--- src/rtl/pet_memmap_ctrl.sv ---
`default_nettype none
// +----------------------------------------------------------------------------+
// | Module : pet_memmap_ctrl                                                   |
// | Brief  : PET address decode and read mux, 8096-style banked expansion RAM, |
// |          and an idle-cycle DMA port on the shared single-port RAM.         |
// | Rev    : 1.0  initial release                                              |
// +----------------------------------------------------------------------------+
module pet_memmap_ctrl #(
    parameter int          RAM_KB    = 32,
    parameter bit          EXP_EN    = 1'b1,
    parameter logic [15:0] CTRL_ADDR = 16'hFFF0,
    parameter logic [7:0]  OPEN_BUS  = 8'h55
) (
    input  logic        clk,
    input  logic        reset,
    input  logic        ce_1m,
    input  logic [15:0] cpu_addr,
    input  logic [7:0]  cpu_din,
    input  logic        cpu_we,
    output logic [7:0]  cpu_dout,
    input  logic [7:0]  rom_rdata,
    input  logic [7:0]  vram_rdata,
    input  logic [7:0]  io_rdata,
    input  logic [7:0]  ram_rdata,
    output logic [16:0] ram_addr,
    output logic [7:0]  ram_din,
    output logic        ram_we,
    output logic        vram_we,
    output logic        io_we,
    input  logic        dma_req,
    input  logic [16:0] dma_addr,
    input  logic        dma_we,
    input  logic [7:0]  dma_din,
    output logic [7:0]  dma_dout,
    output logic        dma_ack,
    output logic        dma_busy,
    output logic [7:0]  map_ctrl
);

    localparam logic [1:0]  S_IDLE    = 2'd0;
    localparam logic [1:0]  S_PEND    = 2'd1;
    localparam logic [1:0]  S_CAPT    = 2'd2;
    localparam logic [16:0] c_RAM_TOP = 17'(RAM_KB * 1024);

    logic [1:0]  r_state;
    logic [7:0]  r_ctrl;
    logic [16:0] r_dma_addr;
    logic [7:0]  r_dma_din;
    logic        r_dma_we;
    logic [7:0]  r_dma_dout;
    logic        r_dma_ack;

    logic        w_cpu_wr;
    logic        w_ctrl_hit;
    logic        w_exp_on;
    logic        w_scr_peek;
    logic        w_io_rng;
    logic        w_io_peek;
    logic        w_exp_sel;
    logic        w_base_sel;
    logic        w_norm_hi;
    logic        w_vram_rng;
    logic        w_rom_rng;
    logic        w_exp_lo;
    logic        w_exp_wp;
    logic        w_wr_ok;
    logic        w_cpu_ram_we;
    logic        w_grant;
    logic [16:0] w_cpu_phys;

    assign w_cpu_wr   = cpu_we & ce_1m;
    assign w_ctrl_hit = EXP_EN && (cpu_addr == CTRL_ADDR);
    assign w_exp_on   = EXP_EN && r_ctrl[7];
    assign w_io_rng   = (cpu_addr[15:11] == 5'b11101);
    assign w_vram_rng = (cpu_addr[15:11] == 5'b10000);
    assign w_rom_rng  = (cpu_addr[15:13] == 3'b110) || (cpu_addr[15:11] == 5'b11100) ||
                        (cpu_addr[15:12] == 4'hF);
    assign w_scr_peek = r_ctrl[5] && (cpu_addr[15:12] == 4'h8);
    assign w_io_peek  = r_ctrl[6] && w_io_rng;
    assign w_exp_sel  = w_exp_on && cpu_addr[15] && !w_scr_peek && !w_io_peek;
    assign w_base_sel = !cpu_addr[15] && ({1'b0, cpu_addr} < c_RAM_TOP);
    assign w_norm_hi  = cpu_addr[15] && !w_exp_sel;
    assign w_exp_lo   = !cpu_addr[14];
    assign w_exp_wp   = w_exp_lo ? r_ctrl[0] : r_ctrl[1];

    // Expansion banks: $8000 window -> 17'h08000/0C000, $C000 window -> 17'h10000/14000
    always_comb begin
        w_cpu_phys = {2'b00, cpu_addr[14:0]};
        if (w_exp_sel) begin
            w_cpu_phys = w_exp_lo ? {2'b01, r_ctrl[2], cpu_addr[13:0]}
                                  : {2'b10, r_ctrl[3], cpu_addr[13:0]};
        end
    end

    // A control-register write is consumed entirely by the register
    assign w_wr_ok      = w_cpu_wr && !w_ctrl_hit;
    assign w_cpu_ram_we = w_wr_ok && (w_base_sel || (w_exp_sel && !w_exp_wp));
    assign vram_we      = w_wr_ok && w_norm_hi && w_vram_rng;
    assign io_we        = w_wr_ok && w_norm_hi && w_io_rng;

    assign w_grant  = (r_state == S_PEND) && !ce_1m;
    assign ram_addr = w_grant ? r_dma_addr : w_cpu_phys;
    assign ram_din  = w_grant ? r_dma_din  : cpu_din;
    assign ram_we   = w_grant ? r_dma_we   : w_cpu_ram_we;

    always_comb begin
        cpu_dout = OPEN_BUS;
        if (w_base_sel || w_exp_sel) begin
            cpu_dout = ram_rdata;
        end else if (w_norm_hi) begin
            if (w_vram_rng)     cpu_dout = vram_rdata;
            else if (w_io_rng)  cpu_dout = io_rdata;
            else if (w_rom_rng) cpu_dout = rom_rdata;
        end
    end

    always_ff @(posedge clk or posedge reset) begin
        if (reset) begin
            r_state    <= S_IDLE;
            r_ctrl     <= 8'h00;
            r_dma_addr <= 17'd0;
            r_dma_din  <= 8'h00;
            r_dma_we   <= 1'b0;
            r_dma_dout <= 8'h00;
            r_dma_ack  <= 1'b0;
        end else begin
            r_dma_ack <= 1'b0;
            if (w_cpu_wr && w_ctrl_hit) r_ctrl <= cpu_din;
            case (r_state)
                S_IDLE: begin
                    if (dma_req) begin
                        r_dma_addr <= dma_addr;
                        r_dma_din  <= dma_din;
                        r_dma_we   <= dma_we;
                        r_state    <= S_PEND;
                    end
                end
                S_PEND: begin
                    if (!ce_1m) r_state <= S_CAPT;
                end
                S_CAPT: begin
                    // ram_rdata now holds the word addressed in the grant cycle
                    if (!r_dma_we) r_dma_dout <= ram_rdata;
                    r_dma_ack <= 1'b1;
                    r_state   <= S_IDLE;
                end
                default: r_state <= S_IDLE;
            endcase
        end
    end

    assign dma_dout = r_dma_dout;
    assign dma_ack  = r_dma_ack;
    assign dma_busy = (r_state != S_IDLE);
    assign map_ctrl = r_ctrl;

endmodule
`default_nettype wire

--- config.mk ---
export PLATFORM = sky130hd
export DESIGN_NAME = pet_memmap_ctrl
export DESIGN_NICKNAME = d
export VERILOG_FILES = /design/src/rtl/pet_memmap_ctrl.sv
export SDC_FILE = /design/constraint.sdc
export NUM_CORES = 1
export LEC_CHECK = 0
export CAP_MARGIN = 20
export CORE_ASPECT_RATIO = 1.4
export CORE_MARGIN = 5
export CORE_UTILIZATION = 40
export DETAILED_ROUTE_END_ITERATION = 6
export GPL_ROUTABILITY_DRIVEN = 0
export HOLD_SLACK_MARGIN = 0.05
export PLACE_DENSITY = 0.84
export SETUP_SLACK_MARGIN = 0.1
export SYNTH_ARGS = -nofsm -noshare
export SYNTH_HDL_FRONTEND = slang
export SYNTH_SLANG_ARGS = --single-unit
export TNS_END_PERCENT = 10
--- constraint.sdc ---
create_clock -name clk -period 3.35 [get_ports clk]
set_input_delay 0.5025 -clock clk [delete_from_list [all_inputs] [get_ports clk]]
set_output_delay 0.5025 -clock clk [all_outputs]
set_load 0.005 [all_outputs]
Yosys cells after proc, flatten, opt, wreduce, memory -nomap -nowiden
Cells that the tools add are included.
{"block": "word_totals", "wordCells": 67, "in_bits": 87, "reg_bits": 45, "output_inout_bits": 54}
{"block": "op_classes", "n_eq_ne": 11, "mux": 15, "bitwise": 2, "n_lt_le_gt_ge": 1, "n_reduce_logical": 31}
{"operator": "$mux W17", "n": 3}
{"operator": "$mux W8", "n": 6}
{"operator": "$eq A16 B16 Y1 const B", "n": 1}
{"operator": "$lt A16 B16 Y1 const B", "n": 1}
{"operator": "$eq A5 B5 Y1 const B", "n": 3}
{"operator": "$logic_and A1 B1 Y1", "n": 15}
{"operator": "$eq A4 B4 Y1 const B", "n": 2}
{"operator": "$logic_not A1 Y1", "n": 7}
{"operator": "$reduce_and A2 Y1", "n": 3}
{"operator": "$logic_or A1 B1 Y1", "n": 4}
{"operator": "$mux W2", "n": 2}
{"operator": "$ne A2 B2 Y1 const B", "n": 2}
{"operator": "$pmux W2 S2", "n": 1}
{"operator": "$eq A3 B3 Y1 const B", "n": 1}
{"operator": "$mux W1", "n": 3}
{"operator": "$eq A2 B1 Y1 const B", "n": 1}
{"operator": "$eq A2 B2 Y1 const B", "n": 1}
{"operator": "$logic_not A2 Y1", "n": 1}
{"operator": "$reduce_bool A2 Y1", "n": 1}
{"operator": "$and A1 B1 Y1", "n": 1}
{"operator": "$not A1 Y1", "n": 1}

Depth between registers and ports, before layout
Gate-level depths: netlist (run 1).
{"block": "depth", "ltp_word": 9, "depth_mapped": 5, "ltp_nobuf": 4}

Worst setup path after synthesis (run 1)
OpenSTA, ideal clock, no wires.
{"block": "synth_timing", "path_type": "input -> output", "from": "input cpu_addr[14]", "to": "output cpu_dout[0]", "t_arrival_ns": 1.708, "stages": 5, "t_required_ns": 2.847, "n_path_buf": 1, "setup_slack_ns": 1.139, "cell_sequence": "clkbuf_1 > nand2b_1 > or4_1 > a2bb2oi_1 > mux2_2"}
{"block": "synth_between", "elab_chain_len": 9, "word_cells_on_any_way": 24, "cone_classes": "order compare: 1; eq/ne: 6; mux: 5; reduce/logical: 12"}
{"item": "from (decl)", "line_no": "17", "source": "input logic [15:0] cpu_addr,"}
{"item": "parallel branches: the longest is 8 deep, another holds $lt A16 B16 Y1"}
{"item": "$mux W8 (*)", "line_no": "108", "source": "if (w_base_sel || w_exp_sel) begin"}
{"item": "to (decl)", "line_no": "20", "source": "output logic [7:0] cpu_dout,"}
Every way passes the cells marked *.

Worst setup path after layout (run 1)
{"block": "layout_timing", "from": "input cpu_addr[12]", "to": "output io_we"}
{"block": "layout_between", "elab_chain_len": 9, "word_cells_on_any_way": 15, "cone_classes": "eq/ne: 3; reduce/logical: 12"}
{"item": "$eq A4 B4 Y1", "line_no": "78", "source": "assign w_scr_peek = r_ctrl[5] && (cpu_addr[15:12] == 4'h8);"}
{"item": "$logic_and A1 B1 Y1", "line_no": "78"}
{"item": "$logic_not A1 Y1", "line_no": "80", "source": "assign w_exp_sel = w_exp_on && cpu_addr[15] && !w_scr_peek && !w_io_peek;"}
{"item": "$logic_and A1 B1 Y1 (2 in a row)", "line_no": "80"}
{"item": "$logic_not A1 Y1", "line_no": "82", "source": "assign w_norm_hi = cpu_addr[15] && !w_exp_sel;"}
{"item": "$logic_and A1 B1 Y1", "line_no": "82"}
{"item": "$logic_and A1 B1 Y1", "line_no": "99", "source": "assign io_we = w_wr_ok && w_norm_hi && w_io_rng;"}
{"item": "$logic_and A1 B1 Y1 (*)", "line_no": "99"}
{"item": "to (decl)", "line_no": "29", "source": "output logic io_we,"}
Mark *: on every way between the ends. The rest lies on a longest branch, timed or not.

==> results of run 1 <==
==> sequential cells by signal, indices dropped and copies added, names as in the netlist <==
signal	cells
r_dma_din	8
r_dma_addr	17
r_dma_we	1
r_state	2
dma_dout	8
map_ctrl	8
dma_ack	1
==> cell type report <==
type	count	area, um^2
Clock buffer	6	72.57
Inverter	2	7.507
Clock inverter	2	10.01
Tap cell	70	87.58
Fill cell	473	1849
Sequential cell	45	1126
Timing Repair Buffer	151	1496
Multi-Input combinational cell	132	1296
==> synth_stat cells (2+ instances only) <==
master | count | share of area, %
nor2_1 | 3 | 0.46
nand4_1 | 3 | 0.76
o2bb2ai_1 | 4 | 1.4
o221ai_1 | 2 | 0.71
dfrtp_1 | 45 | 46
mux2i_1 | 9 | 3.7
nor4_1 | 2 | 0.51
a2bb2oi_1 | 4 | 1.4
nand3b_1 | 2 | 0.61
nand2_1 | 6 | 0.91
o21ai_0 | 3 | 0.61
nor2b_1 | 4 | 1.0
mux2_4 | 8 | 4.9
clkbuf_1 | 5 | 0.76
nand2b_1 | 2 | 0.51
buf_2 | 4 | 0.81
inv_1 | 2 | 0.30
mux2_2 | 64 | 29
==> routing by layer <==
layer | vias to the layer above | global-route usage (%)
met5 | - | 0
met4 | 0 | 5.787
met3 | 12 | 6.643
met2 | 103 | 36.54
met1 | 995 | 19.99
li1 | 995 | -
==> how the worst min path moves through the flow <==
| stage | start | endpoint | slack, ns | cells after the start |
|---|---|---|---|---|
| floorplan | r_state[1] | r_state[0] | 0.43 | 1 |
| global placement | r_state[1] | r_state[0] | 0.47 | 1 |
| detailed placement | r_state[1] | r_state[0] | 0.48 | 1 |
| CTS | r_state[1] | r_state[0] | 0.49 | 1 |
| global route | reset | r_dma_addr[0] | 0.39 | 2 |
| finish | reset | r_dma_addr[0] | 0.39 | 2 |
==> power by group <==
group | total, mW | switching (mW) | internal (mW)
registers | 0.752 | 0.0674 | 0.685
clock network | 0.319 | 0.174 | 0.145
logic | 0.632 | 0.191 | 0.441
total | 1.70 | 0.432 | 1.27
==> through the flow <==
stage	utilization [%]	hold slack, ns
after floorplan	-	0.4334
after global placement	67.17	0.4703
after detailed placement	67.17	0.4751
after CTS	68.56	0.4873
after global routing	68.90	0.3851
final	68.90	0.3855
==> worst reg2reg max path: stages (launching register included) <==
cell	delay [ns]
dfrtp_1	0.39
nor2b_1	0.16
nor2b_1	0.59
mux2_2	0.41
==> repair_timing <==
action | CTS | global route
endpoints found under the setup margin | 0 | 1
hold buffers | 0 | 0
gates resized for setup | 0 | 0
hold endpoints to repair | 0 | 0
==> kinds of logic (layout without fill, tap and decap cells) <==
kind of cell | after synthesis | after routing | share of synthesized area, %
compound gates | 16 | 16 | 4.977
buf+inv | 11 | 161 | 1.879
flops | 45 | 45 | 45.71
mux | 81 | 81 | 37.79
simple gates | 35 | 35 | 9.650
==> run metrics, run 1 <==
FMAX=316.5 MHz; Post-Syn Area per Cell=13.10 um^2; Worst-Margin Slew=0.6995 ns; Worst Path Max Fanout=10; Worst R2R Start=r_state[1]; EDFF count, synth=0; Slew HR=53.27%; Fin. Hold Viols=0; Syn Inst Count=188; vias in the first global route=2,386; PortBufs=140; crit path cell chain=clkdlybuf4s50_1 -> or3b_2 -> o221ai_1 -> nand2_2 -> nor4_1 -> clkdlybuf4s50_1; Crit path largest cell delay=approximately 0.55 ns; Worst IR Drop VDD=0.3349 mV; Worst setup EP type=output pin; Initial Util=41.44%; Die X=between 70 and 80 um; main flop type after synthesis=dfrtp_1; most common cell after layout, fill and taps aside=clkdlybuf4s50_1; PwrDens=415.8 nW/um^2; WP buf/inv=2; final setup violation count=0; DP HPWL=6114 um; TritonCTS clock tree=done; Placed Instance Area=3994 um^2; number of antenna violations at the first check in global routing=0; Synth Net Count=~280; nets=424; async set-or-reset flop fraction in the synthesized netlist=100.0%; Final Instance Count excl. Fillers=between 400 and 500; CTS Sinks=45; DR vias=2,105; largest net degree at the start of global routing=46; Min Clock Period, post-route=~3.2 ns; Crit Path Class=primary input to output pin; H-tree depth=2; Avg WL per Cell=around 18 um; met1 WL=2565 um; Met2 Routed Length=around 4100 um; Placed Instances=399; ANT nets after route=0; Worst Skew=around 0.016 ns; Worst Path Arrival=between 2 and 3 ns; Max Cap Viol=0; Total Power=1.703 mW; most frequent cells in the layout=clkdlybuf4s50_1, mux2_2, dfrtp_1, buf_4, mux2i_1; initial drt markers=49; pre-CTS WS=between 0.15 and 0.2 ns; gr ovfl total=0; unrepaired setup endpoints after global routing=no; Critical Path Source=cpu_addr[12]; area grow syn2layout=66.28%; layout cells sized above 1=around 30%; critical path's top delay family=buffers and inverters; Hold Crit Class=primary input to async pin; final worst-path cycle share=94.31%; Lkg Pwr=1.699 nW; area of the mapped netlist=2464 um^2; CP endpoint=io_we; worst-skew pair later-pin latency=0.29 ns; Top Ports=about 140; Worst EP required=between 2 and 3 ns; Final Max Tran Viols=0; CTS clk-pin slew, worst paths=0.07 ns; #FFs+latches synth=45; first-pass GRT wire length=12,070 um; Clock Path Buffers=2; Die Y=102.9 um; CP Depth=6; CTS root buf=clkbuf_8; total CTS buffers=5; Setup TNS=0 ns; drt drc=0; fin area=4096 um^2; num rows=33; most frequent CP cell=clkdlybuf4s50_1; Cell variety after synth=34; Die Footprint=approximately 7900 um^2; drt total wl=7495 um; top routing layer used=met4; area of the core=5946 um^2; FF-to-FF path depth=3; post-route setup slack=0.1905 ns; Inserted Diodes=0; Crit-path slowest cell=clkdlybuf4s50_1; GRT Util Overall=19.26%; synth warn=0; critical path startpoint category=primary input; # Post-CTS Setup Buffers=0; DRT Pass-1 Iters=4; FF-to-FF setup slack=1.68 ns; register area share after synthesis=45.71%; Crit Reg-Reg Endpoint=dma_dout[2]; routed vias/inst=5.159; status=completed; metal3 WL=697 um
Power figures use the tool's default switching activity.
==> run 2: changes to the inputs <==
--- a/config.mk
+++ b/config.mk
@@ -14,6 +14,7 @@
 export HOLD_SLACK_MARGIN = 0.05
 export PLACE_DENSITY = 0.84
 export SETUP_SLACK_MARGIN = 0.1
+export SLEW_MARGIN = 0
 export SYNTH_ARGS = -nofsm -noshare
 export SYNTH_HDL_FRONTEND = slang
 export SYNTH_SLANG_ARGS = --single-unit
==> results of run 2 <==
The final DEF is identical to that of run 1; final timing and power are the same.
==> run 3: changes to the inputs <==
--- a/config.mk
+++ b/config.mk
@@ -12,7 +12,7 @@
 export DETAILED_ROUTE_END_ITERATION = 6
 export GPL_ROUTABILITY_DRIVEN = 0
 export HOLD_SLACK_MARGIN = 0.05
-export PLACE_DENSITY = 0.84
+export PLACE_DENSITY = 0.83
 export SETUP_SLACK_MARGIN = 0.1
 export SLEW_MARGIN = 0
 export SYNTH_ARGS = -nofsm -noshare
==> run 3 against run 2 <==
Net effect: non-clock buffer count stayed put; maximum frequency fell by 0.35%; sequential cell count unchanged; combinational power barely moved; final cell count unchanged; setup slack worse by 0.011 ns; die area unchanged; power increased by 6.7%; via count rose by 0.48%; clock-buffer cell count unchanged; critical path depth unchanged.
==> run metrics, run 3 (same netlist as run 1, synthesis figures left out) <==
status=completed; DP HPWL=5870 um (-4.0%); Crit Reg-Reg Endpoint=dma_dout[2]; layout cells sized above 1=29.88% (+0.59 points); hold buffers post-CTS=0 (unchanged); Hold Crit Depth=1; drt total wl=7404 um (-1.2%); Final Instance Count excl. Fillers=408 (unchanged); PortBufs=140 (unchanged); num rows=33 (unchanged); Initial Util=41.44% (unchanged); final worst-path cycle share=94.64% (+0.33 points); crit path cell chain=clkdlybuf4s50_1 -> or3b_2 -> o221ai_1 -> nand2_2 -> nor4_2 -> clkdlybuf4s50_1; Hold Crit Class=register to register; Clock Path Buffers=2 (unchanged); nets=424 (unchanged); critical path startpoint category=primary input; Setup TNS=0 ns (unchanged); area of the core=5946 um^2 (unchanged); min-delay src=r_state[1]; final setup violation count=0 (unchanged); number of antenna violations at the first check in global routing=0 (unchanged); drt drc=0 (unchanged); DR vias=2,115 (+0.48%); Seq pwr share=41.4% (-2.8 points); Slew HR=37.72% (-16 points); most common cell after layout, fill and taps aside=clkdlybuf4s50_1; Fin. Hold Viols=0 (unchanged); Die X=76.33 um (unchanged); most frequent cells in the layout=clkdlybuf4s50_1, mux2_2, dfrtp_1, buf_4, mux2i_1; initial drt markers=23 (-53%); Avg WL per Cell=18.15 um (-1.2%); worst-skew pair later-pin latency=0.30 ns (about the same); Placed Instances=400 (+0.25%); Crit path largest cell delay=0.54 ns (about the same); worst hold slack=0.5028 ns (+0.1172 ns); Crit Path Class=primary input to output pin; Inserted Diodes=0 (unchanged); Lkg Pwr=1.711 nW (+0.68%); largest net degree at the start of global routing=46 (unchanged); GRT Util Overall=18.83% (-0.43 points); H-tree depth=2 (unchanged); Crit-path slowest cell=clkdlybuf4s50_1; FF-to-FF setup slack=1.64 ns (-0.04 ns); Worst setup EP type=output pin; Final Max Tran Viols=0 (unchanged); Clock Power Share=23.7% (+5.0 points); gr ovfl total=0 (unchanged); sw frac=24.72% (-0.65 points); pre-CTS WS=0.1224 ns (-0.04769 ns); TritonCTS clock tree=done; Die Footprint=7851 um^2 (unchanged); first-pass GRT wire length=11,840 um (-1.9%); Psw=449.4 uW (+4.0%); Worst EP required=2.85 ns (about the same); max reg flops=17 (unchanged); Die Y=102.9 um (unchanged); cell-internal power=1.369 mW (+7.7%); Hold Path Sink=r_state[0]; Worst Path Max Fanout=10 (unchanged); FMAX=315.4 MHz (-0.35%); ANT nets after route=0 (unchanged); area grow syn2layout=68.05%; unrepaired setup endpoints after global routing=no; Worst Path Arrival=2.67 ns (about the same); CTS Sinks=45 (unchanged); Top Ports=141 (unchanged); post-route setup slack=0.1795 ns (-0.01098 ns); Worst-Margin Slew=0.9329 ns (+0.2334 ns); Worst Skew=0.006735 ns (-0.009326 ns); Max Cap Viol=0 (unchanged); Worst IR Drop VDD=0.2656 mV (-21%); vias in the first global route=2,383 (-0.13%); routed vias/inst=5.184 (+0.48%); Min Clock Period, post-route=3.171 ns (+0.01098 ns); Comb power frac=34.8% (-2.3 points); Worst R2R Start=r_state[1]; FF-to-FF path depth=3 (unchanged); PwrDens=439.1 nW/um^2 (+5.6%); CTS clk-pin slew, worst paths=0.09 ns (+0.02 ns); most frequent CP cell=clkdlybuf4s50_1; DRT Pass-1 Iters=4 (unchanged); CTS root buf=clkbuf_8; total CTS buffers=5 (unchanged); Top reg by flops=r_dma_addr
==> run 3: worst max-delay path by stage <==
| stage | startpoint | end | depth (start not counted) |
|---|---|---|---|
| final | cpu_addr[12] | io_we | 6 |
| after global routing | cpu_addr[12] | io_we | 6 |
| after CTS | cpu_addr[12] | io_we | 6 |
| after detailed placement | cpu_addr[12] | io_we | 6 |
| after global placement | cpu_addr[12] | io_we | 6 |
| after floorplan | cpu_addr[14] | cpu_dout[0] | 5 |
==> run 3: what timing repair did <==
item,4_1_cts,5_1_grt
endpoints found under the setup margin,0,1
resized for setup,0,1
setup buffers,0,0
==> run 3: final cells by class <==
cell class | count | area, um^2
tap | 70 | 87.58
fill | 474 | 1805
sequential | 45 | 1126
multi-input combinational | 132 | 1303
clock buffer | 6 | 82.58
inverter | 2 | 7.507
clock inverter | 2 | 37.54
timing repair buffer | 151 | 1496
==> run 3: per-stage QoR <==
stage	instance area, um^2	power, mW	util, %
2_1_floorplan	2464	1.021	-
3_3_place_gp	4014	1.385	67.51
3_5_place_dp	4014	1.406	67.51
4_1_cts	4134	1.842	69.53
5_1_grt	4140	1.923	69.63
6_report	4140	1.818	69.63
==> run 3: layer usage <==
metal  vias up  share of wire, %  GRT usage (%)
met4         0               1.4          5.114
met5         -                 0              0
met1      1009                38          20.43
li1        992                 -              -
met2       103                53          35.16
met3        11               8.3          6.206
==> run 3: worst max-delay path, delay by kind of cell <==
| family | cells | cell delay [ns] |
|---|---|---|
| AND/OR/NAND/NOR | 3 | 0.95 |
| buffers and inverters | 2 | 1.00 |
| AO/OA/AOI/OAI | 1 | 0.21 |
==> run 3: power by group through the flow <==
stage	sequential (mW)	combinational, mW	clock (mW)
6_report	0.753	0.633	0.432
4_1_cts	0.754	0.643	0.444
3_3_place_gp	0.756	0.629	0
5_1_grt	0.771	0.680	0.471
2_1_floorplan	0.754	0.267	0
3_5_place_dp	0.765	0.641	0
